`config.mk`:
```
export PLATFORM = sky130hd
export DESIGN_NAME = usb_tx_sched
export DESIGN_NICKNAME = d
export VERILOG_FILES = /design/src/rtl/usb_tx_sched.sv
export SDC_FILE = /design/constraint.sdc
export NUM_CORES = 1
export LEC_CHECK = 0
export ABC_AREA = 1
export BUFFER_PORTS_ARGS = -buffer_cell sky130_fd_sc_hd__buf_2
export CAP_MARGIN = 20
export CORE_UTILIZATION = 40
export DETAILED_ROUTE_END_ITERATION = 6
export PLACE_DENSITY = 0.67
export SETUP_SLACK_MARGIN = 0.02
export SLEW_MARGIN = 15
export SYNTH_ARGS = -nofsm -noshare
export SYNTH_HDL_FRONTEND = slang
export SYNTH_SLANG_ARGS = --single-unit
```
`constraint.sdc`:
```
create_clock -name clk -period 1.2 [get_ports clk]
set_input_delay 0.18 -clock clk [delete_from_list [all_inputs] [get_ports clk]]
set_output_delay 0.18 -clock clk [all_outputs]
set_load 0.01 [all_outputs]
```
`src/rtl/usb_tx_sched.sv`:
```
// USB TX response scheduler: picks DATA0/ACK/NAK/STALL, enforces the inter-packet gap,
// starts the TX encoder and tracks the send. Optional build macro: USB_TX_SCHED_WATCHDOG_EN.
//
// state    | meaning
// ---------+----------------------------------------------------
// IDLE     | waiting for an IN token or OUT data-phase result
// GAP      | inter-packet gap countdown
// START    | one-cycle tx_start pulse to the encoder
// WAIT_ACT | waiting for the encoder to report transfer active
// BUSY     | packet on the wire
// DONE     | clean completion; data_sent when the packet was DATA0
module usb_tx_sched #(
    parameter int CLKS_PER_BIT  = 8,
    parameter int IPG_BITS      = 2,
    parameter int START_TIMEOUT = 16
`ifdef USB_TX_SCHED_WATCHDOG_EN
    ,
    parameter int MAX_TX_CYCLES = 1200
`endif
) (
    input  logic       clk,
    input  logic       rst,
    input  logic       in_token,
    input  logic       out_done,
    input  logic       out_ok,
    input  logic       halt,
    input  logic       tx_data_ready,
    input  logic       tx_transfer_active,
    input  logic       tx_error,
    input  logic       clear_status,
    output logic       tx_start,
    output logic [1:0] tx_packet,
    output logic       sched_busy,
    output logic       data_sent,
    output logic       sched_error,
    output logic       req_overrun
);

    localparam logic [1:0] PKT_DATA0 = 2'd0;
    localparam logic [1:0] PKT_ACK   = 2'd1;
    localparam logic [1:0] PKT_NAK   = 2'd2;
    localparam logic [1:0] PKT_STALL = 2'd3;

    localparam int GAP_CLKS = IPG_BITS * CLKS_PER_BIT;
`ifdef USB_TX_SCHED_WATCHDOG_EN
    localparam int WD_CLKS = MAX_TX_CYCLES;
`else
    localparam int WD_CLKS = 0;
`endif
    localparam int MAX_A   = (GAP_CLKS > START_TIMEOUT) ? GAP_CLKS : START_TIMEOUT;
    localparam int CNT_MAX = (WD_CLKS > MAX_A) ? WD_CLKS : MAX_A;
    localparam int CNT_W   = (CNT_MAX > 1) ? $clog2(CNT_MAX) : 1;

    // Down-counters are loaded with terminal-1 on state entry and expire at zero.
    localparam logic [CNT_W-1:0] GAP_LOAD = CNT_W'((GAP_CLKS > 0) ? GAP_CLKS - 1 : 0);
    localparam logic [CNT_W-1:0] TO_LOAD  = CNT_W'((START_TIMEOUT > 0) ? START_TIMEOUT - 1 : 0);
`ifdef USB_TX_SCHED_WATCHDOG_EN
    localparam logic [CNT_W-1:0] WD_LOAD  = CNT_W'((WD_CLKS > 0) ? WD_CLKS - 1 : 0);
`endif

    typedef enum logic [2:0] {
        IDLE,
        GAP,
        START,
        WAIT_ACT,
        BUSY,
        DONE
    } state_t;

    state_t           state, state_nxt;
    logic [CNT_W-1:0] cnt, cnt_nxt;
    logic [1:0]       pkt_nxt;
    logic             ovr_set;

    always_ff @(posedge clk) begin
        if (rst) begin
            state       <= IDLE;
            cnt         <= '0;
            tx_packet   <= PKT_DATA0;
            req_overrun <= 1'b0;
        end else begin
            state     <= state_nxt;
            cnt       <= cnt_nxt;
            tx_packet <= pkt_nxt;
            if (ovr_set)
                req_overrun <= 1'b1;
            else if (clear_status)
                req_overrun <= 1'b0;
        end
    end

    // A second simultaneous request in IDLE, or any request once a response is in flight, is lost.
    assign ovr_set    = (state == IDLE) ? (in_token && out_done) : (in_token || out_done);
    assign sched_busy = (state != IDLE);

    always_comb begin
        state_nxt   = state;
        cnt_nxt     = (cnt != '0) ? cnt - 1'b1 : '0;
        pkt_nxt     = tx_packet;
        tx_start    = 1'b0;
        data_sent   = 1'b0;
        sched_error = 1'b0;
        case (state)
            IDLE: begin
                cnt_nxt = '0;
                if (in_token || out_done) begin
                    if (in_token)
                        pkt_nxt = halt ? PKT_STALL : (tx_data_ready ? PKT_DATA0 : PKT_NAK);
                    else
                        pkt_nxt = halt ? PKT_STALL : (out_ok ? PKT_ACK : PKT_NAK);
                    if (GAP_CLKS == 0) begin
                        state_nxt = START;
                    end else begin
                        state_nxt = GAP;
                        cnt_nxt   = GAP_LOAD;
                    end
                end
            end
            GAP: begin
                if (cnt == '0)
                    state_nxt = START;
            end
            START: begin
                tx_start  = 1'b1;
                state_nxt = WAIT_ACT;
                cnt_nxt   = TO_LOAD;
            end
            WAIT_ACT: begin
                if (tx_transfer_active) begin
                    state_nxt = BUSY;
`ifdef USB_TX_SCHED_WATCHDOG_EN
                    cnt_nxt   = WD_LOAD;
`else
                    cnt_nxt   = '0;
`endif
                end else if (cnt == '0) begin
                    sched_error = 1'b1;
                    state_nxt   = IDLE;
                end
            end
            BUSY: begin
                if (tx_error) begin
                    sched_error = 1'b1;
                    state_nxt   = IDLE;
                end else if (!tx_transfer_active) begin
                    state_nxt = DONE;
`ifdef USB_TX_SCHED_WATCHDOG_EN
                end else if (cnt == '0) begin
                    sched_error = 1'b1;
                    state_nxt   = IDLE;
`endif
                end
            end
            DONE: begin
                data_sent = (tx_packet == PKT_DATA0);
                state_nxt = IDLE;
            end
            default: state_nxt = IDLE;
        endcase
    end

endmodule

```
==> qor.yml <==
global_route:
  overflow: 0
  grt_max_degree: 7
  grt_first_pass_wirelength_um: 2401
  track_usage_pct: 22.37
  grt_pass1_vias: 615
  antenna_found_initial: 0
timing:
  setup_viol: 10
  rsz0062_at_grt: "yes"
  period_share_pct: 113.3
  fin_skew_ns: 0.001737
  worst_slew_pin_slew_ns: 0.2004
  slew_headroom_pct: 86.59
  fin_crit_ns: 1.360
  max_clock_freq_ghz: 0.7353
  finalHoldViolations: 0
  drv_slew: 0
  setup_ws_ns: -0.1600
synthesis:
  yosys.cell_count.top_type: "nand2_1"
  synth_top_cell_by_area: "dfxtp_1"
  ys_top_cells_by_area: "dfxtp_1 (34%), nand2_1 (16%), inv_1 (13%)"
  synth_edf_count: 0
  synth.area.mux_share_pct: 0
  synth-async-reset-ratio_pct: 0
  synth_area_um2: 589.3
  synth_compound_area_share_pct: 12.31
  synth_common_cells: "nand2_1 (25), inv_1 (20), nor2_1 (13)"
  syn_avg_cell_area_um2: 6.075
  ys_seq_area_share_pct: 33.97
  netlist-cell-type-count: 15
  yosysWarnings: 0
  synth_seq_cells: 10
  synth_top_family_by_area: "simple AND/OR/NAND/NOR gates"
  ys.flop_type: "dfxtp_1"
  synth-xor-area-share_pct: 2.972
  yosys.area_share.adder_pct: 2.123
  syn_nets: 108
  netlist_instances: 97
  yosysTopAreaCellShare_pct: 33.97
  synthSimpleGateAreaFrac_pct: 35.88
place:
  hpwlAfterDp_um: 1206
  place_congestion: 0.7607
  placed_area_um2: 758.2
  portBuffers: 16
detailed_routing:
  num_vias: 761
  met3_length_um: 89
  wl_met1_um: 690
  drtPass1Iterations: 5
  wire_per_inst_um: 12.22
  wirelength_um: 1796
  top_layer_used: "met4"
  viasPerCell: 5.177
  drcViolationCount: 0
  drtIter0Drc: 17
  wl_met2_um: 980
  postRouteAntennaNets: 0
critical_path:
  crit_path_top_delay_cell: "dfxtp_4"
  crit_type: "flop to primary output"
  worstReg2RegStart: "cnt[0]$_SDFF_PP0_"
  required_ns: 1.02
  startpoint: "state[0]$_SDFFE_PP0P_"
  crit_path_end_kind: "primary output"
  critPathMaxFanout: 6
  crit_path_start_kind: "flop"
  regToRegSetupSlack_ns: -0.11
  crit_path_max_incr_delay_ns: 0.41
  cp_cell_sequence: "nand2_2, nor2_4, nand2_1, o21ai_2, buf_2"
  rr_endpoint: "state[0]$_SDFFE_PP0P_"
  crit_arrival_ns: 1.18
  r2r_cells: 10
  cp-endpoint: "sched_error"
status:
  failed_checks: "negative setup slack"
  status: "finished, violations left"
finish:
  multi_input_area_um2: 427.9
  diodes: 0
  layout.nets: 144
  syn2layout_area_growth_pct: 68.15
  ff_latch_area_um2: 212.7
  final_util_pct: 74.30
  drive_above_1_share_pct: 48.48
  postLayoutCellArea_um2: 991.0
  fill_cells: 102
clocking:
  postCtsHoldBufs: 0
  cts_buffer_depth: 2
  clk_pin_slew_ns: 0.07
  tritoncts: "done"
  worstSkewPairLatency_ns: 0.27
  cts_num_sinks: 10
  cts_root_buffer: "clkbuf_4"
  cts_buffers: 3
  h-tree-depth: 1
power_and_ir_drop:
  powerDensity_mw_per_mm2: 2559
  peakVddDrop_mv: 1.395
  leakagePower_nw: 0.5159
flow_run:
  drv_cap: 0
die:
  die_h_um: 40.39
  std_cell_rows: 13
  start_util_pct: 44.18
  dieArea_mm2: 0.001631
  core_region_area_mm2: 0.001334
  die_w_um: 40.39
  ios: 17
min_path:
  worst_hold_path_type: "input pin to flop"
-- kinds of logic after synthesis --
logic type	count (synthesis)
xor+xnor	2
fa+ha+maj	1
compound gates	14
simple gates	50
buf+inv	20
flops	10
-- worst max-delay path, delay by kind of cell (launching register included) --
family / cells / cell delay, ns
compound gates: 1 / 0.10
buf+inv: 1 / 0.13
flops: 1 / 0.41
simple gates: 3 / 0.26
-- final cells by class --
type | instances | area share, %
clock buffers | 4 | 3.662
inverters | 20 | 8.586
multi-input cells | 67 | 43.18
flip-flops and latches | 10 | 21.46
well taps | 15 | 1.894
repair buffers | 31 | 21.21
-- worst min path at each step --
stage                     start                       end  slack [ns]  depth (start not counted)
after floorplan             rst         cnt[0]$_SDFF_PP0_        0.25                          1
after global placement      rst         cnt[0]$_SDFF_PP0_        0.44                          2
after detailed placement    rst  req_overrun$_SDFFE_PP0P_        0.44                          2
after CTS                   rst     state[2]$_SDFFE_PP0P_        0.16                          2
after global routing        rst     state[2]$_SDFFE_PP0P_        0.15                          2
final                       rst     state[2]$_SDFFE_PP0P_        0.15                          2
-- state kept, by name, summed over array words and instances, names as in the netlist --
register     count
cnt              4
req_overrun      1
tx_packet        2
state            3
-- report_power, final --
part	internal (mW)	leakage, nW	switching, mW
logic	0.721	0.410	0.869
clock network	0.184	0.0210	0.127
registers	0.488	0.0853	0.147
-- stage by stage --
stage / setup slack, ns / setup TNS (ns) / hold WS [ns] / total power, mW / cells
final: -0.1600 / -0.5837 / 0.1534 / 2.536 / 147
after CTS: -0.1258 / -0.4036 / 0.1563 / 2.224 / 144
after global placement: 0.01138 / 0 / 0.4414 / 1.576 / 136
after detailed placement: -0.05705 / -0.08140 / 0.4400 / 1.613 / 136
after floorplan: 0.02576 / 0 / 0.2491 / 1.251 / 97
after global routing: -0.2431 / -1.135 / 0.1511 / 2.699 / 147
-- layout by cell type (no fill, tap or decap), drive strengths merged --
cell    Yosys  layout
a21oi       8       8
a22oi       1       1
buf         0      31
clkbuf      0       4
dfxtp      10      10
ha          1       1
inv        20      20
nand2      25      25
nand3       8       8
nand4       1       1
nor2       14      14
nor3        1       1
nor4        1       1
o21ai       5       5
xor2        2       2
-- repair_timing --
action | CTS | global route
setup buffers | 5 | 3
resized for setup | 29 | 20
pin swaps | 5 | 7
endpoints found under the setup margin | 10 | 10
-- layer usage --
layer  up-vias  track usage (%)
met2        33            41.27
met1       350            25.33
li1        374                -
met4         0            7.500
met3         4            3.889
met5         -                0
No activity file was read; power rests on OpenSTA's default activity.
